`config.mk`:
```
export PLATFORM = sky130hd
export DESIGN_NAME = sync_down_load
export DESIGN_NICKNAME = d
export VERILOG_FILES = /design/src/rtl/sync_down_load.sv
export SDC_FILE = /design/constraint.sdc
export NUM_CORES = 1
export LEC_CHECK = 0
export BUFFER_PORTS_ARGS = -buffer_cell sky130_fd_sc_hd__clkbuf_2
export CAP_MARGIN = 30
export CORE_AREA = 2 2 39 41
export DETAILED_ROUTE_END_ITERATION = 6
export DIE_AREA = 0 0 41 43
export GPL_ROUTABILITY_DRIVEN = 0
export GPL_TIMING_DRIVEN = 0
export PLACE_DENSITY = 0.45
export SYNTH_ARGS = -nofsm -noshare
export SYNTH_HDL_FRONTEND = slang
export SYNTH_SLANG_ARGS = --single-unit
```
`constraint.sdc`:
```
create_clock -name clk -period 1.9 [get_ports clk]
set_input_delay 0.475 -clock clk [delete_from_list [all_inputs] [get_ports clk]]
set_output_delay 0.475 -clock clk [all_outputs]
set_load 0.02 [all_outputs]
```
`src/rtl/sync_down_load.sv`:
```
// sync_down_load: loadable down counter with terminal-count pulse.
// With AUTO_RELOAD=1 the counter reloads after reaching zero and runs as a divider or timer.
// With AUTO_RELOAD=0 it is a one-shot that stops at zero until the next load.
module sync_down_load #(
  parameter int WIDTH       = 2,
  parameter bit AUTO_RELOAD = 1'b1
) (
  input  logic             clk,
  input  logic             rst,       // active-low, asynchronous
  input  logic             en,
  input  logic             load,
  input  logic [WIDTH-1:0] load_val,
  output logic [WIDTH-1:0] q,
  output logic             zero,
  output logic             tc,
  output logic             done
);

  localparam logic [WIDTH-1:0] ONE  = WIDTH'(1);
  localparam logic [WIDTH-1:0] ZERO = '0;

  typedef enum logic {RUN, HALT} state_t;

  state_t           state, state_nx;
  logic [WIDTH-1:0] q_nx;
  logic [WIDTH-1:0] rld, rld_nx;
  logic             tc_nx, done_nx;

  assign zero = (q == ZERO);

  // State and datapath registers; reset parks the count at all-ones
  always_ff @(posedge clk or negedge rst) begin
    if (!rst) begin
      state <= RUN;
      q     <= '1;
      rld   <= '1;
      tc    <= 1'b0;
      done  <= 1'b0;
    end else begin
      state <= state_nx;
      q     <= q_nx;
      rld   <= rld_nx;
      tc    <= tc_nx;
      done  <= done_nx;
    end
  end

  // Next state: load beats everything, then the decrement / reload / halt rules
  always_comb begin
    state_nx = state;
    q_nx     = q;
    rld_nx   = rld;
    tc_nx    = 1'b0;
    done_nx  = done;
    if (load) begin
      q_nx     = load_val;
      rld_nx   = load_val;
      done_nx  = 1'b0;
      state_nx = RUN;
    end else begin
      case (state)
        RUN: begin
          if (en) begin
            if (q > ONE) begin
              q_nx = q - ONE;
            end else if (q == ONE) begin
              // tc only fires on the 1 -> 0 step, never on a load of 0
              q_nx  = ZERO;
              tc_nx = 1'b1;
              if (!AUTO_RELOAD) begin
                state_nx = HALT;
                done_nx  = 1'b1;
              end
            end else begin
              // Already at zero: reload instead of wrapping to all-ones
              if (AUTO_RELOAD) begin
                q_nx = rld;
              end else begin
                state_nx = HALT;
                done_nx  = 1'b1;
              end
            end
          end
        end
        HALT: begin
          // One-shot parked at zero; only a load restarts it
          q_nx = ZERO;
        end
        default: state_nx = RUN;
      endcase
    end
  end

endmodule

```
# == Word-level counts from Yosys, hierarchy flattened ==
# Cells that the tools add are included.
# totals
ff_bits,6
wordCells,22
# classes
addsub,1
n_lt_le_gt_ge,1
eq_ne,2
muxes,12
bitwise,1
n_reduce_logical,1
# ops
cell,count
2-bit 2-to-1 mux,4
1-bit 2-to-1 mux,7
2-bit case mux with 2 select lines,1
"3-bit != test, second input constant",1
"2-bit by 1-bit == test with 1-bit output, second input constant",1
"2-bit by 1-bit greater-than comparator with 1-bit output, second input constant",1
2-bit zero test,1
"2-bit by 1-bit subtractor with 2-bit output, second input constant",1
1-bit NOT,1

# == Depth between registers and ports, before layout ==
# Gate-level depths: netlist (run 1).
# depth
ltp_word,6
depth_mapped,3
mapped_depth_nobuf,3

# == Least setup slack after synthesis (run 1) ==
# OpenSTA, ideal clock, no wires.
# synth_path
path_kind,flip-flop to output port
start,register q[0]
end,output zero
arrival_ps,727
t_required_ps,1425
path_slack_ps,698
stages_incl_launch_ff,2
path_buffers,0
cell_sequence,dfstp_2 > nor2_1
# synth_via
elab_chain_cells,1
# synth_rtl
element,line,text
from (decl),13,"output logic [WIDTH-1:0] q,"
from (signal assigned),41,q <= q_nx;
2-bit zero test,29,assign zero = (q == ZERO);
to (decl),14,"output logic zero,"
# Every way passes these cells.

# == Final worst setup path (run 1) ==
# layout_path
start,register q[1]
end,output zero
# Same word-level chain as after synthesis.

==> results of run 1 <==
routing by layer:
metal  vias to the layer above  routed length, um
li1                         97                  -
met1                        82                257
met2                        10                160
met3                         0                 56
met4                         0                  0
met5                         -                  0
where the power goes:
part | leakage (nW) | internal, mW | switching, mW
Clock | 0.0150 | 0.0794 | 0.0436
Combinational | 0.0860 | 0.0215 | 0.0270
Sequential | 0.0557 | 0.122 | 0.00878
state kept, by name, indices dropped and copies added (netlist names):
name  count
q         2
rld       2
tc        1
cells by family (layout without fill, tap and decap cells):
family	count (synthesis)	after routing
flops	5	5
compound gates	6	6
mux	1	1
other cells	1	1
buf+inv	3	16
simple gates	6	6
synth_stat cells:
cell type / instances
a21oi_1: 1
and4bb_1: 1
and4bb_2: 1
buf_4: 1
conb_1: 1
dfrtp_1: 1
dfstp_2: 4
inv_1: 2
mux2_2: 1
nand2_1: 2
nand2b_1: 1
nor2_1: 1
o21ai_0: 2
o21ai_1: 3
worst paths after layout:
kind	slack, ns	startpoint	endpoint
hold / removal	0.05	rst	tc$_DFF_PN0_
min in group clk	0.43	load_val[0]	q[0]$_DFFE_PN1P_
setup / recovery	0.42	q[1]$_DFFE_PN1P_	zero
hold reg to reg	0.47	rld[0]$_DFFE_PN1P_	rld[0]$_DFFE_PN1P_
setup reg to reg	0.81	q[1]$_DFFE_PN1P_	q[0]$_DFFE_PN1P_
max in group asynchronous	1.63	rst	q[0]$_DFFE_PN1P_
stage by stage:
stage | hold slack [ns] | instances | instance area, um2
3_3_place_gp | 0.303 | 47 | 298
4_1_cts | 0.0393 | 51 | 324
6_report | 0.0473 | 51 | 324
2_1_floorplan | 0.179 | 22 | 233
5_1_grt | 0.0437 | 51 | 324
3_5_place_dp | 0.301 | 47 | 298
final cells by class:
class,instances,area (um2),area share
Tap cell,16,20.0,0.0618
Multi-Input combinational cell,14,87.6,0.270
Inverter,2,7.51,0.0232
Timing Repair Buffer,9,45.0,0.139
Clock buffer,4,26.3,0.0811
Buffer,1,7.51,0.0232
Sequential cell,5,130,0.402
worst max-delay path, cell delays in order (launching register included):
cell and delay, ns:
dfstp_2 0.57, nor2_1 0.05, clkbuf_2 0.15
==> impl_metrics.env, run 1 <==
export IMPL_netlist_area_um2=233
export IMPL_die_width_um=41
export IMPL_r2r_cells=3
export IMPL_p_total_uw=303
export IMPL_cp_required_ns=1.42
export IMPL_syn_avg_cell_area_um2=10.6
export IMPL_antenna_found_initial=0
export IMPL_utilization=0.234
export IMPL_fin_nets=42
export IMPL_synth_warnings=0
export IMPL_synth_cells=22
export IMPL_synthXorXnorAreaFrac=0
export IMPL_cts_root_buf="clkbuf_4"
export IMPL_ys_seq_elements=5
export IMPL_hold_viol=0
export IMPL_p_leak_nw=0.157
export IMPL_synth_top_cell_by_area="dfstp_2"
export IMPL_synthSimpleGateAreaFrac=0.183
export IMPL_post_drt_wl_per_cell_um=9.29
export IMPL_synthAdderAreaFrac=0
export IMPL_netlist_area_leader_share=0.452
export IMPL_drive_above_1_share=0.543
export IMPL_grt_pass1_vias=163
export IMPL_dieArea_um2=1760
export IMPL_grt_max_degree=8
export IMPL_synth_compound_area_frac=0.129
export IMPL_drtIter0Drc=4
export IMPL_grt_pass1_wl_um=724
export IMPL_synth_area_mux_share=0.0484
export IMPL_rsz0062_at_grt="no"
export IMPL_status="finished, final reports clean"
export IMPL_synthTopCellsByArea="dfstp_2 45%, dfrtp_1 11%, o21ai_1 6.5%"
export IMPL_num_io_pins=11
export IMPL_ys_seq_area_frac=0.559
export IMPL_setup_ws_ns=0.417
export IMPL_via_count=189
export IMPL_grtUsageMet3=0.0314
export IMPL_clockBufferDepth=2
export IMPL_p_per_area_nw_per_um2=934
export IMPL_io_buffers=9
export IMPL_cts_buffers_inserted=3
export IMPL_fin_crit_sh=0.780
export IMPL_rows=14
export IMPL_grt_usage=0.0663
export IMPL_clkLatencyLatePin_ns=0.24
export IMPL_via_per_inst=3.71
export IMPL_globalRouteOverflowTotal=0
export IMPL_worst_path_max_fanout=6
export IMPL_irDropWorstVdd_v=0.000242
export IMPL_initial_core_util=0.168
export IMPL_max_freq_mhz=674
export IMPL_end_kind="output pin"
export IMPL_die_h_um=43
export IMPL_drc_errors=0
export IMPL_clock_sinks=5
export IMPL_diodes=0
export IMPL_setup_viol=0
export IMPL_cts_hold_buf=0
export IMPL_cts_tree="done"
export IMPL_cts_setup_buffers=0
export IMPL_syn_to_final_growth_pct=39.2
export IMPL_ant_nets=0
export IMPL_cts_resized=0
export IMPL_grt_busiest_layer="met1"
export IMPL_slew_violations=0
export IMPL_dp_slack_ns=0.672
export IMPL_post_route_min_period_ns=1.48
export IMPL_final_cell_mix="9 x clkbuf_2, 4 x dfstp_2, 3 x o21ai_1, 3 x clkbuf_4"
export IMPL_firstDrtPassIters=2
export IMPL_synth_top_family_by_area="simple AND/OR/NAND/NOR gates"
export IMPL_setup_tns_final_ns=0
export IMPL_htree_levels=1
export IMPL_startpoint_type="flop"
export IMPL_layout_commonest_cell="clkbuf_2"
export IMPL_core_um2=1380
export IMPL_grt_use_met2=0.0688
export IMPL_skew_ns=0.000961
export IMPL_crit_arrival_ns=1.01
export IMPL_syn_num_nets=28
export IMPL_crit_type="reg -> out"
export IMPL_fill_cells=155
export IMPL_drv_cap=0
export IMPL_met1_usage=0.0935
export IMPL_clk_pin_slew_ns=0.04
export IMPL_routed_wl_um=474
export IMPL_ys_types=14
export IMPL_holdCritPathClass="in -> async"
No activity file was read; power rests on OpenSTA's default activity.
==> inputs of run 2 (changes only) <==
- clock period: 1.9 -> 1.4 ns (I/O delays scaled with it)
==> run 2 against run 1 <==
Effect of this change:
- combinational power grew 62%
- via count grew 5.3%
- non-clock buffer count grew 3
- die area is the same
- routed wire length grew 6.3%
- utilization grew 1.8 points
- first-iteration DRC count grew 75%
- power grew 40%
- hold slack gained 0.26 ns
- sequential power grew 34%
- register-to-register slack lost 0.57 ns
- largest cell class unchanged
==> impl_metrics.env, run 2 (synthesis gave the netlist of run 1 again) <==
export IMPL_clkLatencyLatePin_ns=0.24
export IMPL_clk_pin_slew_ns=0.04
export IMPL_io_buffers=9
export IMPL_status="finished, final reports clean"
export IMPL_crit_type="reg -> out"
export IMPL_cp_slowest_stage_delay_ns=0.57
export IMPL_cts_tree="done"
export IMPL_grt_pass1_vias=163
export IMPL_cp_required_ns=1.05
export IMPL_drc_errors=0
export IMPL_slew_violations=0
export IMPL_via_per_inst=3.69
export IMPL_cts_buffers_inserted=3
export IMPL_irDropWorstVdd_v=0.000338
export IMPL_cp_top_family="flip-flops"
export IMPL_hold_slack_ns=0.304
export IMPL_fin_crit_sh=0.962
export IMPL_routed_wl_um=504
export IMPL_setup_ws_ns=0.0527
export IMPL_layout_commonest_cell="clkbuf_2"
export IMPL_max_freq_mhz=742
export IMPL_grt_max_degree=8
export IMPL_rows=14
export IMPL_via_count=199
export IMPL_ant_nets=0
export IMPL_die_width_um=41
export IMPL_holdCritPathClass="in -> reg"
export IMPL_end_kind="output pin"
export IMPL_top_regs="q x2, rld x2, tc x1"
export IMPL_p_clk_frac=0.396
export IMPL_p_per_area_nw_per_um2=1210
export IMPL_clockBufferDepth=2
export IMPL_drtIter0Drc=7
export IMPL_cts_root_buf="clkbuf_4"
export IMPL_p_leak_nw=0.171
export IMPL_p_total_uw=423
export IMPL_seqPwrFrac=0.418
export IMPL_initial_core_util=0.168
export IMPL_p_sw_frac=0.262
export IMPL_startpoint_type="flop"
export IMPL_drv_cap=0
export IMPL_die_h_um=43
export IMPL_power_frac_comb=0.186
export IMPL_num_io_pins=11
export IMPL_final_cell_mix="8 x clkbuf_2, 4 x dfstp_2, 3 x o21ai_1, 3 x buf_4, 3 x clkbuf_4"
export IMPL_worst_path_max_fanout=5
export IMPL_firstDrtPassIters=2
export IMPL_grt_usage=0.0663
export IMPL_setup_viol=0
export IMPL_fin_nets=45
export IMPL_p_sw_uw=111
export IMPL_hold_viol=0
export IMPL_crit_arrival_ns=1.00
export IMPL_cp_slowest_cell="dfstp_2"
export IMPL_globalRouteOverflowTotal=0
export IMPL_utilization=0.252
export IMPL_dp_slack_ns=0.297
export IMPL_htree_levels=1
export IMPL_design_area_um2=349
export IMPL_post_route_min_period_ns=1.35
export IMPL_grt_pass1_wl_um=724
export IMPL_post_drt_wl_per_cell_um=9.33
export IMPL_path_cells="nor2_1, buf_2"
export IMPL_antenna_found_initial=0
export IMPL_syn_to_final_growth_pct=50.0
export IMPL_diodes=0
export IMPL_dpl_cell_area_um2=298
export IMPL_skew_ns=0.000938
export IMPL_dieArea_um2=1760
export IMPL_intPower_uw=312
export IMPL_clock_sinks=5
export IMPL_core_um2=1380
export IMPL_cp_num_buf_inv=1
export IMPL_drive_above_1_share=0.553
[run 2: cell count changes in the layout (fill, tap and decap cells not counted), sizes merged]
cell         before  now
clkbuf           13   12
dlygate4sd3       0    1
buf               1    4
[run 2: per-stage QoR]
stage,TNS [ns],cells
CTS,0,52
global route,-0.000499,54
detailed placement,0,47
finish,0,54
global placement,0,47
floorplan,0,22
[run 2: final cells by class]
type	count	area, um2
sequential	5	130
clock buffer	4	26.3
timing repair buffer	12	70.1
multi-input combinational	14	87.6
tap	16	20.0
inverter	2	7.51
buffer	1	7.51
fill	152	1030
[run 2: final timing paths]
check	from	end	slack [ns]	depth (start not counted)
worst min-delay path	load_val[0]	q[0]$_DFFE_PN1P_	0.30	3
worst min register to register	rld[0]$_DFFE_PN1P_	rld[0]$_DFFE_PN1P_	0.47	2
max in group asynchronous	rst	q[0]$_DFFE_PN1P_	0.71	2
worst max register to register	q[0]$_DFFE_PN1P_	q[0]$_DFFE_PN1P_	0.24	3
worst max-delay path	q[1]$_DFFE_PN1P_	zero	0.05	2
min in group asynchronous	rst	tc$_DFF_PN0_	0.47	2
[run 2: power by group through the flow]
stage	clock, mW	combinational [mW]	sequential, mW
after floorplan	0	0.0325	0.186
after global placement	0	0.0670	0.180
after detailed placement	0	0.0666	0.180
after CTS	0.182	0.0692	0.178
after global routing	0.187	0.0881	0.179
final	0.168	0.0785	0.176
[run 2: per-layer routing]
metal | vias up | global-route usage | share of wire
met3 | 0 | 0.0314 | 0.099
li1 | 103 | - | -
met2 | 10 | 0.0688 | 0.37
met5 | - | 0 | 0
met1 | 86 | 0.0935 | 0.53
met4 | 0 | 0.0600 | 0
[run 2: what timing repair did]
item	in CTS	in global routing
endpoints found under the setup margin	0	1
hold endpoints to repair	1	0
buffers inserted	0	2
resized for setup	0	1
hold buffers	1	0
[run 2: worst min-delay path, stage by stage]
cell,delay (ns)
clkbuf_2,0.08
nand2_1,0.05
o21ai_1,0.06
==> inputs of run 3 (changes only) <==
- clock period: 1.4 -> 1.5 ns (I/O delays scaled with it)
==> run 3 against run 2 <==
Effect of this change:
- routed wire length fell by 6.0%
- critical path depth unchanged
- count of clock-buffer cells in the layout unchanged
- final area shrank 4.3%
- cell count down 3.7%
- die area unchanged
- clock skew hardly changed
- clock power is 7% lower
- hold slack improved by 0.025 ns
- combinational power decreased by 19%
- non-clock buffer count shrank 2
- first-iteration DRC count shrank 43%
- critical path type unchanged
- critical endpoint unchanged
==> impl_metrics.env, run 3 (synthesis gave the netlist of run 1 again) <==
export IMPL_status="finished, final reports clean"
export IMPL_grt_busiest_layer="met1"
export IMPL_p_total_uw=385
export IMPL_cp_slowest_cell="dfstp_2"
export IMPL_clock_sinks=5
export IMPL_cts_root_buf="clkbuf_4"
export IMPL_startpoint_type="flop"
export IMPL_initial_core_util=0.168
export IMPL_fin_crit_sh=0.922
export IMPL_instances_no_fill=52
export IMPL_diodes=0
export IMPL_drc_errors=0
export IMPL_crit_type="reg -> out"
export IMPL_end_kind="output pin"
export IMPL_rows=14
export IMPL_globalRouteOverflowTotal=0
export IMPL_fin_nets=43
export IMPL_grt_pass1_vias=163
export IMPL_cp_top_family="flip-flops"
export IMPL_clk_pin_slew_ns=0.04
export IMPL_grt_pass1_wl_um=724
export IMPL_skew_ns=0.000961
export IMPL_crit_arrival_ns=1.01
export IMPL_path_cells="nor2_1, clkbuf_2"
export IMPL_cp_required_ns=1.12
export IMPL_cts_tree="done"
export IMPL_post_route_min_period_ns=1.38
export IMPL_met1_usage=0.0935
export IMPL_drive_above_1_share=0.528
export IMPL_dieArea_um2=1760
export IMPL_final_cell_mix="9 x clkbuf_2, 4 x dfstp_2, 3 x o21ai_1, 3 x clkbuf_4"
export IMPL_top_regs="q x2, rld x2, tc x1"
export IMPL_post_drt_wl_per_cell_um=9.12
export IMPL_layout_commonest_cell="clkbuf_2"
export IMPL_via_per_inst=3.67
export IMPL_cts_setup_buffers=0
export IMPL_ant_nets=0
export IMPL_utilization=0.241
export IMPL_setup_ws_ns=0.117
export IMPL_firstDrtPassIters=2
export IMPL_setup_viol=0
export IMPL_slew_violations=0
export IMPL_setup_tns_final_ns=0
export IMPL_clockBufferDepth=2
export IMPL_hold_viol=0
export IMPL_grt_usage=0.0663
export IMPL_drtIter0Drc=4
export IMPL_holdCritPathClass="in -> reg"
export IMPL_routed_wl_um=474
export IMPL_irDropWorstVdd_v=0.000307
export IMPL_die_width_um=41
export IMPL_rsz0062_at_grt="no"
export IMPL_cts_buffers_inserted=3
export IMPL_p_leak_nw=0.161
export IMPL_io_buffers=9
export IMPL_worst_path_max_fanout=6
export IMPL_drv_cap=0
export IMPL_dp_slack_ns=0.372
export IMPL_cp_num_buf_inv=1
export IMPL_grt_max_degree=8
export IMPL_num_io_pins=11
export IMPL_die_h_um=43
export IMPL_htree_levels=1
export IMPL_clkLatencyLatePin_ns=0.24
export IMPL_place_inst=47
export IMPL_p_per_area_nw_per_um2=1150
export IMPL_syn_to_final_growth_pct=43.5
export IMPL_cp_slowest_stage_delay_ns=0.57
export IMPL_max_freq_mhz=723
export IMPL_grtUsageMet3=0.0314
export IMPL_antenna_found_initial=0
export IMPL_via_count=191
export IMPL_grt_use_met2=0.0688
export IMPL_core_um2=1380
## run 3: repair_timing
action                     4_1_cts  5_1_grt
hold buffers                     1        0
hold endpoints to repair         1        0
setup endpoints to repair        0        0
gates resized for setup          0        0
## run 3: through the flow
stage	hold slack (ns)	instance area [um2]
6_report	0.329	334
5_1_grt	0.345	334
4_1_cts	0.320	334
3_5_place_dp	0.201	298
3_3_place_gp	0.203	298
2_1_floorplan	0.0794	233
## run 3: final timing paths
path | startpoint | endpoint | slack (ns) | cells after the start
worst max-delay path | q[1]$_DFFE_PN1P_ | zero | 0.12 | 2
worst min-delay path | load_val[0] | q[0]$_DFFE_PN1P_ | 0.33 | 3
worst max register to register | q[1]$_DFFE_PN1P_ | q[0]$_DFFE_PN1P_ | 0.41 | 3
worst min register to register | rld[0]$_DFFE_PN1P_ | rld[0]$_DFFE_PN1P_ | 0.47 | 2
max in group asynchronous | rst | q[0]$_DFFE_PN1P_ | 0.79 | 2
min in group asynchronous | rst | tc$_DFF_PN0_ | 0.49 | 2
## run 3: worst reg2reg max path, stage by stage, from the launching register on
cell,delay (ns)
dfstp_2,0.57
o21ai_1,0.08
mux2_2,0.25
o21ai_1,0.11
## run 3: layer usage
metal	vias up	wire, um
met1	82	258
met5	-	0
li1	99	-
met2	10	162
met4	0	0
met3	0	52
## run 3: where the power goes
group | internal (mW) | switching [mW]
logic | 0.0290 | 0.0346
clock network | 0.101 | 0.0553
registers | 0.155 | 0.0108
## run 3: cell type report
class	count	area, um2
Multi-Input combinational cell	14	87.6
Timing Repair Buffer	10	55.1
Tap cell	16	20.0
Sequential cell	5	130
Buffer	1	7.51
Inverter	2	7.51
Fill cell	154	1050
Clock buffer	4	26.3
